### src/rtl/mem_wb_stage.sv
// MEM/WB pipeline register with load alignment/extension and writeback source selection.
// Drives the register-file write port and keeps a retired-instruction counter.
module mem_wb_stage #(
    parameter bit BIG_ENDIAN = 1'b0,
    parameter int CNT_W      = 32
) (
    input  logic             clk,
    input  logic             reset,
    input  logic             stall,
    input  logic             flush,
    input  logic             in_valid,
    input  logic             in_reg_write,
    input  logic [1:0]       in_wb_sel,
    input  logic [4:0]       in_dst,
    input  logic [31:0]      in_alu_result,
    input  logic [31:0]      in_mem_rdata,
    input  logic [31:0]      in_pc_plus4,
    input  logic [1:0]       in_ld_size,
    input  logic             in_ld_unsigned,
    output logic             rf_wr,
    output logic [4:0]       rf_addr,
    output logic [31:0]      rf_data,
    output logic             wb_valid,
    output logic [CNT_W-1:0] retire_count
);

    typedef enum logic [1:0] {
        WB_ALU  = 2'b00,
        WB_LOAD = 2'b01,
        WB_LINK = 2'b10,
        WB_RSVD = 2'b11
    } wb_sel_e;

    typedef enum logic [1:0] {
        LD_WORD     = 2'b00,
        LD_HALF     = 2'b01,
        LD_BYTE     = 2'b10,
        LD_WORD_ALT = 2'b11
    } ld_size_e;

    typedef struct packed {
        logic        valid;
        logic        reg_write;
        wb_sel_e     wb_sel;
        logic [4:0]  dst;
        logic [31:0] alu_result;
        logic [31:0] mem_rdata;
        logic [31:0] pc_plus4;
        ld_size_e    ld_size;
        logic        ld_unsigned;
    } stage_t;

    localparam logic [CNT_W-1:0] CNT_ONE = CNT_W'(1);

    stage_t stage_q;
    stage_t stage_d;

    always_comb begin
        stage_d.valid       = in_valid;
        stage_d.reg_write   = in_reg_write;
        stage_d.wb_sel      = wb_sel_e'(in_wb_sel);
        stage_d.dst         = in_dst;
        stage_d.alu_result  = in_alu_result;
        stage_d.mem_rdata   = in_mem_rdata;
        stage_d.pc_plus4    = in_pc_plus4;
        stage_d.ld_size     = ld_size_e'(in_ld_size);
        stage_d.ld_unsigned = in_ld_unsigned;
    end

    // Flush beats stall; a flushed slot keeps stale payload but can never write or count.
    // NOTE: sequential state uses non-blocking assignments so every flop samples pre-edge values.
    always_ff @(posedge clk or posedge reset) begin
        if (reset) begin
            stage_q      <= '0;
            retire_count <= '0;
        end else if (flush) begin
            stage_q.valid     <= 1'b0;
            stage_q.reg_write <= 1'b0;
        end else if (!stall) begin
            stage_q <= stage_d;
            if (in_valid) begin
                retire_count <= retire_count + CNT_ONE;
            end
        end
    end

    logic [1:0]  lane;
    logic        half_hi;
    logic [7:0]  ld_byte;
    logic [15:0] ld_half;
    logic [31:0] ld_value;

    // Big-endian mirrors the lane index, which also inverts the half selection.
    // NOTE: every always_comb output gets a default first so no path can infer a latch.
    always_comb begin
        lane     = stage_q.alu_result[1:0] ^ {2{BIG_ENDIAN}};
        half_hi  = stage_q.alu_result[1] ^ BIG_ENDIAN;
        ld_byte  = 8'h00;
        ld_half  = half_hi ? stage_q.mem_rdata[31:16] : stage_q.mem_rdata[15:0];
        ld_value = stage_q.mem_rdata;

        case (lane)
            2'd0:    ld_byte = stage_q.mem_rdata[7:0];
            2'd1:    ld_byte = stage_q.mem_rdata[15:8];
            2'd2:    ld_byte = stage_q.mem_rdata[23:16];
            default: ld_byte = stage_q.mem_rdata[31:24];
        endcase

        case (stage_q.ld_size)
            LD_HALF: ld_value = {{16{ld_half[15] & ~stage_q.ld_unsigned}}, ld_half};
            LD_BYTE: ld_value = {{24{ld_byte[7] & ~stage_q.ld_unsigned}}, ld_byte};
            default: ld_value = stage_q.mem_rdata;
        endcase
    end

    always_comb begin
        rf_data = 32'h0;
        case (stage_q.wb_sel)
            WB_ALU:  rf_data = stage_q.alu_result;
            WB_LOAD: rf_data = ld_value;
            WB_LINK: rf_data = stage_q.pc_plus4;
            default: rf_data = 32'h0;
        endcase
    end

    // A stalled writer keeps rf_wr high; the register file rewrites the same value.
    assign rf_wr    = stage_q.valid & stage_q.reg_write & (stage_q.dst != 5'd0)
                      & (stage_q.wb_sel != WB_RSVD);
    assign rf_addr  = stage_q.dst;
    assign wb_valid = stage_q.valid;

endmodule

### config.mk
export PLATFORM = sky130hd
export DESIGN_NAME = mem_wb_stage
export DESIGN_NICKNAME = d
export VERILOG_FILES = /design/src/rtl/mem_wb_stage.sv
export SDC_FILE = /design/constraint.sdc
export NUM_CORES = 1
export LEC_CHECK = 0
export ABC_AREA = 1
export BUFFER_PORTS_ARGS = -buffer_cell sky130_fd_sc_hd__buf_2
export CAP_MARGIN = 15
export CORE_ASPECT_RATIO = 0.75
export CORE_MARGIN = 2
export CORE_UTILIZATION = 52
export DETAILED_ROUTE_END_ITERATION = 8
export PLACE_DENSITY = 0.78
export SETUP_SLACK_MARGIN = 0.1
export SLEW_MARGIN = 20
export SYNTH_ARGS = -nofsm -noshare
export SYNTH_HDL_FRONTEND = slang
export SYNTH_SLANG_ARGS = --single-unit
### constraint.sdc
create_clock -name clk -period 10 [get_ports clk]
set_clock_uncertainty 0.15 [all_clocks]
set_input_delay 1 -clock clk [delete_from_list [all_inputs] [get_ports clk]]
set_output_delay 1 -clock clk [all_outputs]
set_load 0.005 [all_outputs]
==> reports/metrics.yaml, run 1 <==
synthesis:
  yosys_warnings: 0
  yosysTopAreaCellShare: 0.474
  netlist.top_cell.by_area: "dfrtp_1"
  netlist_instances: 994
  synth_area_leaders: "dfrtp_1 47%, nand2_1 15%, inv_1 8.4%"
  synthDistinctLibCells: 34
  avgSynthCellArea_sq_um: 7.43
  ys_top_cells_by_count: "302 x nand2_1, 165 x inv_1, 140 x dfrtp_1"
  syn_area_sq_um: 7380
  synthArstFlopShare: 1.00
  synth_seq_area_share: 0.474
  synth_edf_count: 0
  synthMostInstantiatedCell: "nand2_1"
  ys_ff_latch: 140
  ys.flop_type: "dfrtp_1"
  syn-num-nets: 1109
global_route:
  grt_pass1_wl_um: 32800
  grtUsageTotal: 0.278
  grt_max_degree: 114
  grt_overflow_total: 0
  grt_antenna_before_repair: 2
  grt_pass1_vias: 6493
sta:
  fmax_mhz: 262
  maxSlewHeadroom: 0.392
  setup_violations: 0
  worst_pin_slew_ns: 0.911
  hold_viol: 0
  finalMaxSlewViolations: 0
  hold_slack_ns: 0.324
  period_needed_ns: 3.81
  period_share: 0.381
  tns_ns: 0
  rsz0062_at_grt: "no"
cts:
  cts_setup_buffers: 0
  cts.clk_slew.worst_paths_ns: 0.06
  cts_tree: "built"
  clk_latency_ns: 0.42
  cts-htree-levels: 4
  clkSinkCount: 140
  ctsResizeCount: 0
  hold_buffers: 0
  root_buffer: "clkbuf_16"
  clk_path_buf_depth: 2
  cts_buffers: 17
die:
  die_w_um: 142
  ios: 183
  initial_core_util: 0.535
  die_area_sq_um: 15200
  core_sq_um: 13800
  die_height_um: 107
  rows: 37
setup_path:
  crit_path_frequent_cell: "nand2_1"
  critPathCaptureType: "output port"
  critical_path_required_ns: 8.85
  cp_num_buf_inv: 3
  cp_top_family: "adder cells"
  worstPathCellList: "inv_1, ha_2, inv_1, o21ai_0, o21ai_0, nand2_1, nand2_1, nand2_1, buf_2"
  reg2regPathDepth: 10
  cp_data_arrival_time_ns: 2.66
  critPathMaxFanout: 34
  cp-start-kind: "flip-flop"
  cp_slowest_cell: "ha_2"
  max_stage_delay_ns: 0.73
  critical_path_class: "reg -> out"
  path_depth: 9
routing:
  drtIter0Drc: 811
  post_drt_wl_per_cell_um: 15.2
  dr.pass1.iters: 6
  vias_per_cell: 5.23
  drt_wl_total_um: 20400
  postRouteAntennaNets: 0
  drc: 0
  vias: 7016
place:
  place_area_sq_um: 8310
  dp_hpwl_um: 14700
  globalplace.congestion: 0.958
  port_buffers: 182
worst_hold_path:
  min_path_cells: 2
  hold_path_class: "reg -> reg"
outcome:
  status: "completed"
flow_run:
  drv_cap: 0
power_and_ir_drop:
  cellLeakagePower_nw: 4.65
  p_total_mw: 1.66
  ir_drop_mv: 0.140
  powerDensity_nw_per_um2: 186
layout:
  stdcell_area_sq_um: 8920
  final_nets: 1267
  utilization: 0.647
  drive_gt1_frac: 0.217
  area_growth_syn_to_layout_pct: 20.9
## stage by stage
| stage | worst slack, ns | instances |
|---|---|---|
| global placement | 6.32 | 1308 |
| CTS | 5.81 | 1340 |
| detailed placement | 6.25 | 1308 |
| global route | 5.97 | 1340 |
| finish | 6.19 | 1341 |
| floorplan | 5.10 | 994 |
## sequential cells by signal, summed over array words and instances (netlist names)
name,count
half_hi,1
lane,1
retire_count,32
rf_addr,5
stage_q,100
wb_valid,1
## final timing paths
path	startpoint	end	slack, ns
worst min-delay path	stage_q[6]	stage_q[6]	0.32
worst max register to register	retire_count[0]	retire_count[28]	8.18
worst max-delay path	stage_q[1]	rf_data[6]	6.19
max in group asynchronous	reset	stage_q[38]	8.08
min in group asynchronous	reset	retire_count[8]	0.49
worst min register to register	stage_q[6]	stage_q[6]	0.32
## cell families (layout without fill, tap and decap cells)
group                      Yosys count  after routing  share of synthesized area
and+or+nand+nor                    429            429                      0.246
adders and majority gates            3              3                    0.00508
other                                0              1                          0
xor gates and xnor gates            18             18                     0.0213
AOI/OAI and AO/OA                  189            189                      0.136
DFF                                140            140                      0.474
buffers and inverters              215            386                      0.118
## placed cells by master, fill, tap and decap left out, drive strengths merged
cell      instances
clkinvlp          3
ha                3
nand4            10
dfrtp           140
nor2             56
a21o              1
o22ai            29
diode             1
xor2             12
o2111ai           1
buf             187
nor3b             2
xnor2             6
o221ai            1
o21bai            2
nor3              8
a21oi            34
clkinv            5
nand2           319
bufinv            3
inv             169
nand3            31
nand3b            3
o21ai           121
clkbuf           19
## per-layer routing
layer	vias up	global-route usage	share of wire
li1	3408	-	-
met1	3266	0.429	0.48
met2	318	0.381	0.41
met3	22	0.0759	0.098
met4	2	0.0729	0.011
met5	-	0	0.00064
## tightest hold or removal path: stages (launching register included)
cell and delay, ns:
dfrtp_1 0.35, nand2_1 0.05, nand2_1 0.04
## power breakdown
| part | total [mW] | leakage, nW | switching, mW | internal [mW] |
|---|---|---|---|---|
| clock network | 0.646 | 0.284 | 0.252 | 0.394 |
| logic | 0.346 | 2.61 | 0.220 | 0.126 |
| registers | 0.670 | 1.75 | 0.0392 | 0.631 |
| total | 1.66 | 4.65 | 0.512 | 1.15 |
## final cells by class
class	count	area (sq um)
Antenna cell	1	2.50
Clock buffer	19	433
Clock inverter	13	166
Fill cell	1244	4870
Inverter	167	632
Multi-Input combinational cell	639	3020
Sequential cell	140	3500
Tap cell	175	219
Timing Repair Buffer	187	952
Power figures use the tool's default switching activity.
==> inputs of run 2 (changes only) <==
--- a/config.mk
+++ b/config.mk
@@ -5,14 +5,14 @@
 export SDC_FILE = /design/constraint.sdc
 export NUM_CORES = 1
 export LEC_CHECK = 0
-export ABC_AREA = 1
+export ABC_AREA = 0
 export BUFFER_PORTS_ARGS = -buffer_cell sky130_fd_sc_hd__buf_2
 export CAP_MARGIN = 15
 export CORE_ASPECT_RATIO = 0.75
 export CORE_MARGIN = 2
 export CORE_UTILIZATION = 52
 export DETAILED_ROUTE_END_ITERATION = 8
-export PLACE_DENSITY = 0.78
+export PLACE_DENSITY = 0.79
 export SETUP_SLACK_MARGIN = 0.1
 export SLEW_MARGIN = 20
 export SYNTH_ARGS = -nofsm -noshare
==> constraint.sdc (replaced) <==
create_clock -name clk -period 3.9 [get_ports clk]
set_clock_uncertainty 0.15 [all_clocks]
set_input_delay 0.39 -clock clk [delete_from_list [all_inputs] [get_ports clk]]
set_output_delay 0.39 -clock clk [all_outputs]
set_load 0.005 [all_outputs]
==> reports/metrics.yaml, run 2 <==
outcome:
  status: "finished with violations"
  violations: "hold timing"
synthesis:
  synth_seq_area_share: 0.522
  synthArstFlopShare: 1.00
  syn_area_sq_um: 6710
  synthMostInstantiatedCell: "dfrtp_1"
  netlist.top_cell.by_area: "dfrtp_1"
  yosys_warnings: 0
  syn-num-nets: 692
  synth_edf_count: 0
  ys.flop_type: "dfrtp_1"
  yosysTopAreaCellShare: 0.522
  avgSynthCellArea_sq_um: 11.6
  ys_top_cells_by_count: "140 x dfrtp_1, 95 x mux2_2, 58 x nand2_1"
  synthDistinctLibCells: 40
  ys_ff_latch: 140
  netlist_instances: 577
  synth_area_leaders: "dfrtp_1 52%, mux2_2 16%, mux2i_1 5.7%"
routing:
  postRouteAntennaNets: 0
  drt_wl_total_um: 17300
  vias_per_cell: 5.63
  dr.pass1.iters: 5
  drc: 0
  vias: 5235
  drtIter0Drc: 322
  post_drt_wl_per_cell_um: 18.6
sta:
  fmax_mhz: 303
  worst_pin_slew_ns: 0.908
  period_needed_ns: 3.30
  hold_viol: 10
  setup_violations: 0
  finalMaxSlewViolations: 0
  tns_ns: 0
  setup_ws_ns: 0.600
  maxSlewHeadroom: 0.395
  hold_slack_ns: -0.00799
  rsz0062_at_grt: "no"
  period_share: 0.846
layout:
  stdcell_area_sq_um: 8420
  largest-register: "stage_q"
  multi_input_area_sq_um: 3000
  seq_area_sq_um: 3500
  final_nets: 866
  antennaDiodeCount: 0
  stdcell_count: 930
  final_cell_mix: "182 x buf_2, 139 x dfrtp_1, 95 x mux2_2"
  area_growth_syn_to_layout_pct: 25.5
  final_common_cell: "buf_2"
  fillers: 953
  utilization: 0.677
  largest_reg_flops: 100
  drive_gt1_frac: 0.432
setup_path:
  cp_data_arrival_time_ns: 2.76
  cp_top_family: "simple AND/OR/NAND/NOR gates"
  critical_path_required_ns: 3.36
  cp-start-kind: "flip-flop"
  critPathMaxFanout: 18
  critical_path_class: "reg -> out"
  path_depth: 7
  critPathCaptureType: "output port"
  cp_num_buf_inv: 3
  max_stage_delay_ns: 0.75
  reg2regPathDepth: 6
  cp_slowest_cell: "and2_1"
  worstPathCellList: "inv_1, ha_1, buf_4, and2_1, nand2_1, o211ai_1, buf_2"
power_and_ir_drop:
  powerDensity_nw_per_um2: 528
  netSwitchingFraction: 0.275
  p_total_mw: 4.44
  ir_drop_mv: 0.358
  pwr-share-clk: 0.403
  p_sw_mw: 1.22
  combPwrFrac: 0.190
  seqPwrFrac: 0.408
  p_int_mw: 3.22
  cellLeakagePower_nw: 4.00
global_route:
  grt_overflow_total: 0
  grt_antenna_before_repair: 0
  grtUsageTotal: 0.253
  grt_pass1_wl_um: 26500
  grt_pass1_vias: 5147
  grt_max_degree: 71
cts:
  ctsResizeCount: 0
  hold_buffers: 0
  cts_setup_buffers: 0
  cts.clk_slew.worst_paths_ns: 0.06
  cts_buffers: 17
  cts_tree: "built"
  clkSinkCount: 140
  clk_path_buf_depth: 2
  cts-htree-levels: 4
  root_buffer: "clkbuf_16"
  clk_latency_ns: 0.41
place:
  globalplace.congestion: 0.894
  dpl.cell_count: 898
  place_area_sq_um: 7770
  dp_hpwl_um: 12300
  port_buffers: 182
  pre_cts_ws_ns: 1.06
flow_run:
  drv_cap: 0
die:
  die_area_sq_um: 13800
  rows: 35
  ios: 183
  initial_core_util: 0.540
  core_sq_um: 12400
  die_height_um: 102
  die_w_um: 135
worst_hold_path:
  hold_path_class: "in -> async"
-- run 2: cell count changes in the layout (fill, tap and decap cells not counted), moves of 22 or more --
cell	change
nand2_1	-243
nor2_1	-22
o22ai_1	-23
inv_1	-150
o21ai_0	-89
mux2i_1	+38
mux2_2	+95
-- run 2: cell families (layout without fill, tap and decap cells) --
| kind of cell | after synthesis | after routing | synth area share |
|---|---|---|---|
| DFF | 140 | 140 | 0.522 |
| muxes | 134 | 134 | 0.219 |
| and+or+nand+nor | 131 | 131 | 0.0971 |
| AOI/OAI and AO/OA | 86 | 86 | 0.0833 |
| buffers and inverters | 52 | 239 | 0.0324 |
| xor gates and xnor gates | 31 | 31 | 0.0404 |
| adders and majority gates | 3 | 3 | 0.00559 |
-- run 2: worst paths after layout --
kind	startpoint	endpoint	slack (ns)
max in group asynchronous	reset	stage_q[58]	2.66
worst max register to register	retire_count[0]	retire_count[24]	1.45
worst min-delay path	reset	rf_addr[1]	-0.008
min in group clk	in_mem_rdata[8]	stage_q[43]	0.04
worst max-delay path	stage_q[1]	rf_data[26]	0.60
worst min register to register	retire_count[31]	retire_count[31]	0.33
-- run 2: layout make-up --
type | instances | area share
clock buffer | 19 | 0.0526
clock inverter | 13 | 0.0254
inverter | 16 | 0.00757
multi-input combinational | 385 | 0.356
sequential | 140 | 0.416
tap | 166 | 0.0247
timing repair buffer | 191 | 0.118
-- run 2: power groups by stage --
stage	logic, mW	registers [mW]	clock network (mW)
floorplan	0.564	1.76	0
global placement	0.812	1.82	0
detailed placement	0.840	1.83	0
CTS	0.848	1.81	1.81
global route	0.922	1.84	1.87
finish	0.843	1.81	1.79
-- run 2: routing by layer --
layer	GRT usage	up-vias	wire (um)
li1	-	2404	-
met1	0.341	2615	7570
met2	0.410	186	8220
met3	0.0561	30	1150
met4	0.0929	0	332
met5	0	-	0
==> inputs of run 3 (changes only) <==
--- a/config.mk
+++ b/config.mk
@@ -10,9 +10,9 @@
 export CAP_MARGIN = 15
 export CORE_ASPECT_RATIO = 0.75
 export CORE_MARGIN = 2
-export CORE_UTILIZATION = 52
+export CORE_UTILIZATION = 48
 export DETAILED_ROUTE_END_ITERATION = 8
-export PLACE_DENSITY = 0.79
+export PLACE_DENSITY = 0.77
 export SETUP_SLACK_MARGIN = 0.1
 export SLEW_MARGIN = 20
 export SYNTH_ARGS = -nofsm -noshare
==> constraint.sdc (replaced) <==
create_clock -name clk -period 2.7 [get_ports clk]
set_clock_uncertainty 0.15 [all_clocks]
set_input_delay 0.27 -clock clk [delete_from_list [all_inputs] [get_ports clk]]
set_output_delay 0.27 -clock clk [all_outputs]
set_load 0.005 [all_outputs]
==> reports/metrics.yaml, run 3 (synthesis results as in run 2) <==
outcome:
  status: "completed"
layout:
  final_common_cell: "buf_2"
  final_nets: 989
  largest-register: "stage_q"
  largest_reg_flops: 100
  stdcell_count: 1062
  drive_gt1_frac: 0.407
  area_growth_syn_to_layout_pct: 45.0
  final_cell_mix: "182 x buf_2, 139 x dfrtp_1, 111 x dlygate4sd3_1"
routing:
  vias: 5855
  vias_per_cell: 5.51
  drt_wl_total_um: 20100
  drtIter0Drc: 376
  post_drt_wl_per_cell_um: 18.9
  postRouteAntennaNets: 0
  drc: 0
  dr.pass1.iters: 6
setup_path:
  rr_endpoint: "retire_count[24]"
  critPathMaxFanout: 8
  r2r_setup_slack_ns: 0.28
  endpoint: "rf_data[3]"
  critical_path_required_ns: 2.28
  reg2regPathDepth: 6
  critical_path_class: "reg -> out"
  critPathCaptureType: "output port"
  startpoint: "stage_q[2]"
  rr_startpoint: "retire_count[0]"
  cp-start-kind: "flip-flop"
  cp_data_arrival_time_ns: 2.15
die:
  die_area_sq_um: 15000
  die_w_um: 141
  ios: 183
  rows: 37
  initial_core_util: 0.490
  die_height_um: 106
  core_sq_um: 13700
cts:
  clk_path_buf_depth: 2
  clk_latency_ns: 0.43
  cts-htree-levels: 4
  cts_tree: "built"
  root_buffer: "clkbuf_16"
  clkSinkCount: 140
  cts_buffers: 17
  cts.clk_slew.worst_paths_ns: 0.06
global_route:
  grt_pass1_wl_um: 31700
  grt_antenna_before_repair: 1
  grtUsageTotal: 0.275
  grt_pass1_vias: 6132
  grt_overflow_total: 0
  grt_max_degree: 76
place:
  port_buffers: 182
  dp_hpwl_um: 12500
  dpl.cell_count: 911
  globalplace.congestion: 0.893
  pre_cts_ws_ns: 0.134
power_and_ir_drop:
  powerDensity_nw_per_um2: 669
  cellLeakagePower_nw: 4.53
  ir_drop_mv: 0.435
  p_total_mw: 6.52
sta:
  maxSlewHeadroom: 0.582
  rsz0062_at_grt: "yes"
  setup_ws_ns: 0.127
  period_share: 0.953
  tns_ns: 0
  fmax_mhz: 389
  period_needed_ns: 2.57
  setup_violations: 0
  finalMaxSlewViolations: 0
  worst_pin_slew_ns: 0.626
  hold_viol: 0
worst_hold_path:
  hold_path_class: "in -> reg"
flow_run:
  drv_cap: 0
## run 3: worst min-delay path by stage
stage,end,startpoint,cells past startpoint
2_1_floorplan,stage_q[106],flush,1
3_3_place_gp,wb_valid,reset,2
3_5_place_dp,wb_valid,reset,2
4_1_cts,retire_count[0],stall,3
5_1_grt,retire_count[0],stall,3
6_report,retire_count[3],in_valid,4
## run 3: power by group
part	internal [mW]	switching [mW]
Combinational	0.795	0.750
Sequential	2.37	0.221
Clock	1.49	0.892
## run 3: layer usage
metal,global-route usage,vias up,routed length [um]
met2,0.454,254,9880
li1,-,2646,-
met4,0.0957,0,591
met1,0.349,2888,8220
met5,0,-,0
met3,0.0811,67,1400
## run 3: metrics by stage
step | util | area [sq um] | hold slack [ns]
after floorplan | - | 6720 | 0.186
after global placement | 0.572 | 7830 | 0.0991
after detailed placement | 0.572 | 7830 | 0.107
after CTS | 0.702 | 9620 | 0.128
after global routing | 0.710 | 9730 | 0.152
final | 0.710 | 9730 | 0.150
## run 3: layout make-up
class	count	area [sq um]
Clock inverter	11	144
Clock buffer	20	457
Timing Repair Buffer	314	2240
Sequential cell	140	3500
Multi-Input combinational cell	385	3100
Tap cell	175	219
Inverter	16	67.6
Antenna cell	1	2.50
Fill cell	923	3970
## run 3: repair_timing
action,in CTS,in global routing
endpoints found under the setup margin,31,31
hold buffers,111,0
buffers inserted,2,6
resized for setup,16,19
endpoints found under the hold margin,119,0
pin swaps,2,6
## run 3: critical path, cell delays in order, from the launching register on
cell	delay (ns)
dfrtp_1	0.40
inv_1	0.10
ha_4	0.18
inv_2	0.09
o21ai_4	0.07
buf_12	0.14
a32oi_2	0.20
o21ai_2	0.09
a221o_1	0.30
buf_2	0.15
